===== src/rtl/stepper_seq_if.sv =====
// Move-command handshake between system controller and stepper sequencer.
// master drives the command fields and valid; slave returns ready.
interface stepper_seq_if #(
    parameter int DIV_W  = 20,
    parameter int STEP_W = 16
);
    logic              cmd_valid;
    logic              cmd_ready;
    logic [STEP_W-1:0] cmd_steps;
    logic              cmd_dir;
    logic              cmd_half;
    logic [DIV_W-1:0]  step_div;

    modport master (
        output cmd_valid, cmd_steps, cmd_dir, cmd_half, step_div,
        input  cmd_ready
    );

    modport slave (
        input  cmd_valid, cmd_steps, cmd_dir, cmd_half, step_div,
        output cmd_ready
    );
endinterface


===== src/rtl/stepper_seq.sv =====
// Four-coil stepper sequencer: full/half step moves at a programmable rate.
// Ports: CLK_50M, RST_N, cmd (slave), abort, hold_en, coil, busy, done, pos.
module stepper_seq #(
    parameter int DIV_W  = 20,
    parameter int STEP_W = 16,
    parameter int POS_W  = 24
) (
    input  logic             CLK_50M,
    input  logic             RST_N,
    stepper_seq_if.slave     cmd,
    input  logic             abort,
    input  logic             hold_en,
    output logic [3:0]       coil,
    output logic             busy,
    output logic             done,
    output logic [POS_W-1:0] pos
);
    typedef enum logic {S_IDLE, S_RUN} state_t;

    state_t            state;
    state_t            state_nxt;
    logic [2:0]        phase;
    logic [2:0]        phase_nxt;
    logic [2:0]        ph_step;
    logic [2:0]        ph_delta;
    logic [POS_W-1:0]  pos_step;
    logic [POS_W-1:0]  pos_delta;
    logic              dir_q;
    logic              half_q;
    logic [DIV_W-1:0]  div_q;
    logic [DIV_W-1:0]  cnt;
    logic [STEP_W-1:0] remaining;
    logic              accept;
    logic              tick;
    logic              step_en;
    logic              last_step;
    logic              done_nxt;
    logic [3:0]        coil_nxt;

    function automatic logic [3:0] coil_lut(input logic [2:0] p);
        logic [3:0] c;
        c = 4'b0000;
        unique case (p)
            3'd0: c = 4'b0001;
            3'd1: c = 4'b0011;
            3'd2: c = 4'b0010;
            3'd3: c = 4'b0110;
            3'd4: c = 4'b0100;
            3'd5: c = 4'b1100;
            3'd6: c = 4'b1000;
            3'd7: c = 4'b1001;
        endcase
        return c;
    endfunction

    assign accept    = (state == S_IDLE) && cmd.cmd_valid;
    assign tick      = (state == S_RUN) && (cnt == div_q);
    // abort beats a coincident tick
    assign step_en   = tick && !abort;
    assign last_step = step_en && (remaining == STEP_W'(1));

    always_ff @(posedge CLK_50M or negedge RST_N) begin
        if (!RST_N) state <= S_IDLE;
        else        state <= state_nxt;
    end

    always_comb begin
        state_nxt = state;
        unique case (state)
            S_IDLE: if (accept && cmd.cmd_steps != '0) state_nxt = S_RUN;
            S_RUN:  if (abort || last_step) state_nxt = S_IDLE;
        endcase
    end

    always_comb begin
        cmd.cmd_ready = (state == S_IDLE);
        busy          = (state == S_RUN);
    end

    // full step moves two table entries so wave/two-coil parity is kept
    always_comb begin
        ph_step   = half_q ? 3'd1 : 3'd2;
        ph_delta  = dir_q ? ph_step : 3'd0 - ph_step;
        pos_step  = half_q ? POS_W'(1) : POS_W'(2);
        pos_delta = dir_q ? pos_step : '0 - pos_step;
        phase_nxt = step_en ? phase + ph_delta : phase;
        coil_nxt  = 4'b0000;
        if (state_nxt == S_RUN || hold_en) coil_nxt = coil_lut(phase_nxt);
        done_nxt  = (accept && cmd.cmd_steps == '0) ||
                    ((state == S_RUN) && (abort || last_step));
    end

    always_ff @(posedge CLK_50M or negedge RST_N) begin
        if (!RST_N) begin
            phase     <= '0;
            coil      <= '0;
            done      <= 1'b0;
            pos       <= '0;
            dir_q     <= 1'b0;
            half_q    <= 1'b0;
            div_q     <= '0;
            cnt       <= '0;
            remaining <= '0;
        end else begin
            phase <= phase_nxt;
            coil  <= coil_nxt;
            done  <= done_nxt;
            if (step_en) begin
                pos       <= pos + pos_delta;
                remaining <= remaining - STEP_W'(1);
            end
            if (accept) begin
                dir_q     <= cmd.cmd_dir;
                half_q    <= cmd.cmd_half;
                div_q     <= cmd.step_div;
                remaining <= cmd.cmd_steps;
                cnt       <= '0;
            end else if (state == S_RUN) begin
                cnt <= tick ? '0 : cnt + DIV_W'(1);
            end
        end
    end
endmodule


===== src/flat_wrapper.sv =====
// flat-port wrapper written by rule: the top's interface ports become plain ports
module stepper_seq_flat 
#(
    parameter int DIV_W  = 20,
    parameter int STEP_W = 16,
    parameter int POS_W  = 24
)
  (CLK_50M, RST_N, abort, hold_en, coil, busy, done, pos, cmd_cmd_valid, cmd_cmd_steps, cmd_cmd_dir, cmd_cmd_half, cmd_step_div, cmd_cmd_ready);
  stepper_seq_if #(.DIV_W(DIV_W), .STEP_W(STEP_W)) cmd_i ();
  input  logic CLK_50M;
  input  logic RST_N;
  input  logic abort;
  input  logic hold_en;
  output logic [3:0] coil;
  output logic busy;
  output logic done;
  output logic [POS_W-1:0] pos;
  input wire logic [$bits(cmd_i.cmd_valid)-1:0] cmd_cmd_valid;
  input wire logic [$bits(cmd_i.cmd_steps)-1:0] cmd_cmd_steps;
  input wire logic [$bits(cmd_i.cmd_dir)-1:0] cmd_cmd_dir;
  input wire logic [$bits(cmd_i.cmd_half)-1:0] cmd_cmd_half;
  input wire logic [$bits(cmd_i.step_div)-1:0] cmd_step_div;
  output wire logic [$bits(cmd_i.cmd_ready)-1:0] cmd_cmd_ready;
  assign cmd_i.cmd_valid = cmd_cmd_valid;
  assign cmd_i.cmd_steps = cmd_cmd_steps;
  assign cmd_i.cmd_dir = cmd_cmd_dir;
  assign cmd_i.cmd_half = cmd_cmd_half;
  assign cmd_i.step_div = cmd_step_div;
  assign cmd_cmd_ready = cmd_i.cmd_ready;
  stepper_seq #(.DIV_W(DIV_W), .STEP_W(STEP_W), .POS_W(POS_W)) u_core (.CLK_50M(CLK_50M), .RST_N(RST_N), .cmd(cmd_i), .abort(abort), .hold_en(hold_en), .coil(coil), .busy(busy), .done(done), .pos(pos));
endmodule

===== config.mk =====
export PLATFORM = sky130hd
export DESIGN_NAME = stepper_seq_flat
export DESIGN_NICKNAME = d
export VERILOG_FILES = /design/src/rtl/stepper_seq_if.sv /design/src/rtl/stepper_seq.sv /design/src/flat_wrapper.sv
export SDC_FILE = /design/constraint.sdc
export NUM_CORES = 1
export LEC_CHECK = 0
export CAP_MARGIN = 20
export CELL_PAD_IN_SITES_DETAIL_PLACEMENT = 1
export CELL_PAD_IN_SITES_GLOBAL_PLACEMENT = 1
export CORE_MARGIN = 5
export CORE_UTILIZATION = 45
export CTS_BUF_LIST = sky130_fd_sc_hd__clkbuf_16
export DETAILED_ROUTE_END_ITERATION = 7
export PLACE_DENSITY_LB_ADDON = 0.1
export SYNTH_ARGS = -nofsm -noshare
export SYNTH_HDL_FRONTEND = slang
export SYNTH_SLANG_ARGS = --single-unit
export TNS_END_PERCENT = 100

===== constraint.sdc =====
create_clock -name CLK_50M -period 6.1 [get_ports CLK_50M]
set_clock_uncertainty 0.1 [all_clocks]
set_input_delay 1.22 -clock CLK_50M [delete_from_list [all_inputs] [get_ports CLK_50M]]
set_output_delay 1.22 -clock CLK_50M [all_outputs]
set_load 0.05 [all_outputs]

==> results_tabular.tex <==
\begin{tabular}{lr}
\hline
Metric & Value \\
\hline
\multicolumn{2}{l}{\textbf{Timing}} \\
Least-Margin Pin Slew & $\sim$1.1 ns \\
Total count of max-transition violations in the final report & 0 \\
Slew Limit Headroom & 0.287 \\
Maximum clock frequency & $\sim$0.30 GHz \\
Accumulated negative setup slack & 0 ns \\
Minimum setup slack in the final design & 2.80 ns \\
Unrepaired setup endpoints after global routing & false \\
Final number of setup-violating endpoints & 0 \\
Period Utilization, post-route & 0.541 \\
Final Hold Fails & 0 \\
Final worst path period need & 3.30 ns \\
\multicolumn{2}{l}{\textbf{Place}} \\
Input/output buffers & 73 \\
Half-perimeter wire length after detailed placement & 11500 um \\
Placer's final routability congestion estimate & 0.829 \\
Worst-case setup slack after placement & $\sim$2.2 ns \\
\multicolumn{2}{l}{\textbf{Clock network}} \\
CTS H-tree depth & 3 \\
Post-CTS clock slew at the launch and capture registers of the worst setup and hold paths & about 0.06 ns \\
Number of setup buffers added after CTS & 0 \\
Clock latency reported for the late side of the worst-skew pair & around 0.35 ns \\
Number of buffers inserted during clock tree synthesis & 9 \\
TritonCTS clock tree & done \\
\# hold bufs at CTS & 0 \\
Clk Tree Root Cell & sky130\_fd\_sc\_hd\_\_clkbuf\_16 \\
\# resized after CTS & 0 \\
CTS sink count & 91 \\
Number of buffers on the longest clock path & 2 \\
\multicolumn{2}{l}{\textbf{Pwr}} \\
Power Density & roughly 260 nW/um\^{}2 \\
VDD IR-drop max & approximately 0.12 mV \\
Leak Pwr & 3.01 nW \\
\multicolumn{2}{l}{\textbf{Die}} \\
Die span in x & 121 um \\
Die footprint & 14600 um\^{}2 \\
Initial Utilization & 0.459 \\
Total number of placement rows & 40 \\
Core region area & between 10000 and 15000 um\^{}2 \\
Die boundary height & 121 um \\
Top Ports & 74 \\
\multicolumn{2}{l}{\textbf{Worst setup path}} \\
Endpoint required time on the critical path & $\sim$6.2 ns \\
Worst reg2reg startpoint & u\_core.cnt[4] \\
Crit start category & flop \\
Crit path DAT & between 3 and 4 ns \\
Critical Path End Type & flop \\
Max Fanout on Critical Path & between 50 and 60 \\
Start point of the critical path & u\_core.cnt[4] \\
Crit Path Category & reg -> reg \\
\multicolumn{2}{l}{\textbf{Routing}} \\
Final antenna-violating net count & 0 \\
Violation count after the first detailed-route iteration & roughly 230 \\
Aggregate routed wire length & between 15000 and 20000 um \\
Number of detailed-route iterations in the first pass & 4 \\
Overall via count from detail\_route & about 5000 \\
Drc violations & 0 \\
Mean routed wirelength per cell & 18.9 um \\
Detailed-route vias per instance & slightly below 6 \\
\multicolumn{2}{l}{\textbf{Worst hold path}} \\
Hold wc startpoint & u\_core.div\_q[11] \\
Min-delay worst type & reg -> reg \\
\multicolumn{2}{l}{\textbf{Synthesis}} \\
List of most frequent post-synthesis cells & 135 x sky130\_fd\_sc\_hd\_\_nand2\_1, 91 x sky130\_fd\_sc\_hd\_\_dfrtp\_1, 59 x sky130\_fd\_sc\_hd\_\_o21ai\_0, 44 x sky130\_fd\_sc\_hd\_\_nor2\_1, 39 x sky130\_fd\_sc\_hd\_\_xor2\_1 \\
Synth area leaders & sky130\_fd\_sc\_hd\_\_dfrtp\_1 41\%, sky130\_fd\_sc\_hd\_\_nand2\_1 9.2\%, sky130\_fd\_sc\_hd\_\_xor2\_1 6.2\% \\
Syn nets & between 700 and 800 \\
Cell with the most instances after synthesis & sky130\_fd\_sc\_hd\_\_nand2\_1 \\
Sequential area share after synthesis & 0.413 \\
Cell type with the largest total area after synthesis & sky130\_fd\_sc\_hd\_\_dfrtp\_1 \\
Top\_reg\_cell synth & sky130\_fd\_sc\_hd\_\_dfrtp\_1 \\
Count of cell types in the netlist & 59 \\
Yosys warnings & 0 \\
Count of flip-flops with a built-in enable after synthesis & 0 \\
Mapped Area & around 5500 um\^{}2 \\
Yosys reg bits & between 90 and 100 \\
Asr flop ratio synth & 1.00 \\
Share of the synthesized area in the top cell type & 0.413 \\
Instance count of the mapped netlist & between 600 and 700 \\
Post-Synthesis Mean Instance Area & around 8.6 um\^{}2 \\
\multicolumn{2}{l}{\textbf{Run status}} \\
Status & finished clean \\
\multicolumn{2}{l}{\textbf{Cells and area}} \\
Diode count & 0 \\
Final-stage net count & just under 800 \\
Fraction of final layout cells with drive strength greater than 1 & 0.0421 \\
Layout overhead on the synthesized area & 21.5\% \\
\multicolumn{2}{l}{\textbf{Global routing}} \\
Maximum number of pins on one net before global-route repair & 65 \\
First-pass GRT wire length & $\sim$27000 um \\
Vias in the first global route & about 5500 \\
Number of antenna violations at the first check in global routing & 0 \\
Overall fraction of global-route tracks in use & 0.232 \\
Total global routing overflow & 0 \\
\multicolumn{2}{l}{\textbf{Flow run}} \\
Count of maximum capacitance violations & 0 \\
\hline
\end{tabular}
layer usage:
metal  routed length [um]  track usage  vias to the layer above  share of wire
met2                 8100        0.403                       93           0.50
met5                    0            0                        -              0
met4                  305       0.0737                        0          0.019
met1                 7180        0.297                     2501           0.44
met3                  654       0.0327                       24          0.040
li1                     -            -                     2397              -
sequential cells by signal, summed over array words and instances, names as in the netlist:
name / cells
u_core.busy: 1
u_core.cnt: 20
u_core.coil: 4
u_core.dir_q: 1
u_core.div_q: 20
u_core.done: 1
u_core.half_q: 1
u_core.phase: 3
u_core.pos: 24
u_core.remaining: 16
final timing paths:
check	depth (start not counted)	slack (ns)	to
setup / recovery	8	2.80	u_core.coil[1]
hold reg to reg	2	0.40	u_core.div_q[11]
min in group asynchronous	1	0.69	u_core.pos[8]
hold / removal	2	0.40	u_core.div_q[11]
max in group asynchronous	2	4.03	u_core.cnt[11]
setup reg to reg	8	2.80	u_core.coil[1]
report_power, final:
| group | switching, mW | internal, mW | leakage [nW] | total (mW) |
|---|---|---|---|---|
| registers | 0.0681 | 0.666 | 1.19 | 0.734 |
| logic | 0.256 | 0.163 | 1.67 | 0.419 |
| clock network | 0.242 | 0.314 | 0.147 | 0.556 |
| total | 0.566 | 1.14 | 3.01 | 1.71 |
cell families (layout without fill, tap and decap cells):
family | after synthesis | after routing | synth area share
simple gates | 271 | 271 | 0.229
compound gates | 155 | 155 | 0.173
flops | 91 | 91 | 0.413
xor+xnor | 53 | 53 | 0.0842
buf+inv | 38 | 110 | 0.0261
fa+ha+maj | 29 | 29 | 0.0686
mux | 3 | 3 | 0.00568
cell usage in the layout (no fill, tap or decap), drive strengths merged, types with 19 or more instances in the layout:
cell           Yosys  routed
inv               15      19
nand2            135     135
nand3             26      26
ha                27      27
a21oi             27      27
nor2              44      44
o21ai             67      67
xor2              39      39
clkdlybuf4s50      0      72
dfrtp             91      91
layout make-up:
cell class / count / area (um^2)
tap: 147 / 184
clock buffer: 9 / 225
clock inverter: 7 / 61.3
inverter: 15 / 56.3
sequential: 91 / 2280
fill: 1413 / 5320
multi-input combinational: 511 / 3100
timing repair buffer: 79 / 786
critical path, stage by stage, from the launching register on:
cell,delay [ns]
sky130_fd_sc_hd__dfrtp_1,0.43
sky130_fd_sc_hd__xor2_1,0.19
sky130_fd_sc_hd__nor4_1,0.48
sky130_fd_sc_hd__nand3_1,0.28
sky130_fd_sc_hd__or3_2,0.68
sky130_fd_sc_hd__buf_12,0.24
sky130_fd_sc_hd__mux2_1,0.34
sky130_fd_sc_hd__a211oi_1,0.32
sky130_fd_sc_hd__nor3_1,0.10
per-stage QoR:
step | instance area, um^2 | hold WS, ns | util | total power, mW | cells
global placement | 6390 | 0.386 | 0.532 | 1.13 | 842
floorplan | 5510 | 0.366 | - | 1.00 | 640
detailed placement | 6390 | 0.392 | 0.532 | 1.16 | 842
finish | 6690 | 0.402 | 0.557 | 1.71 | 859
CTS | 6670 | 0.407 | 0.556 | 1.72 | 858
global route | 6690 | 0.434 | 0.557 | 1.81 | 859
(Power assumes the default switching activity.)
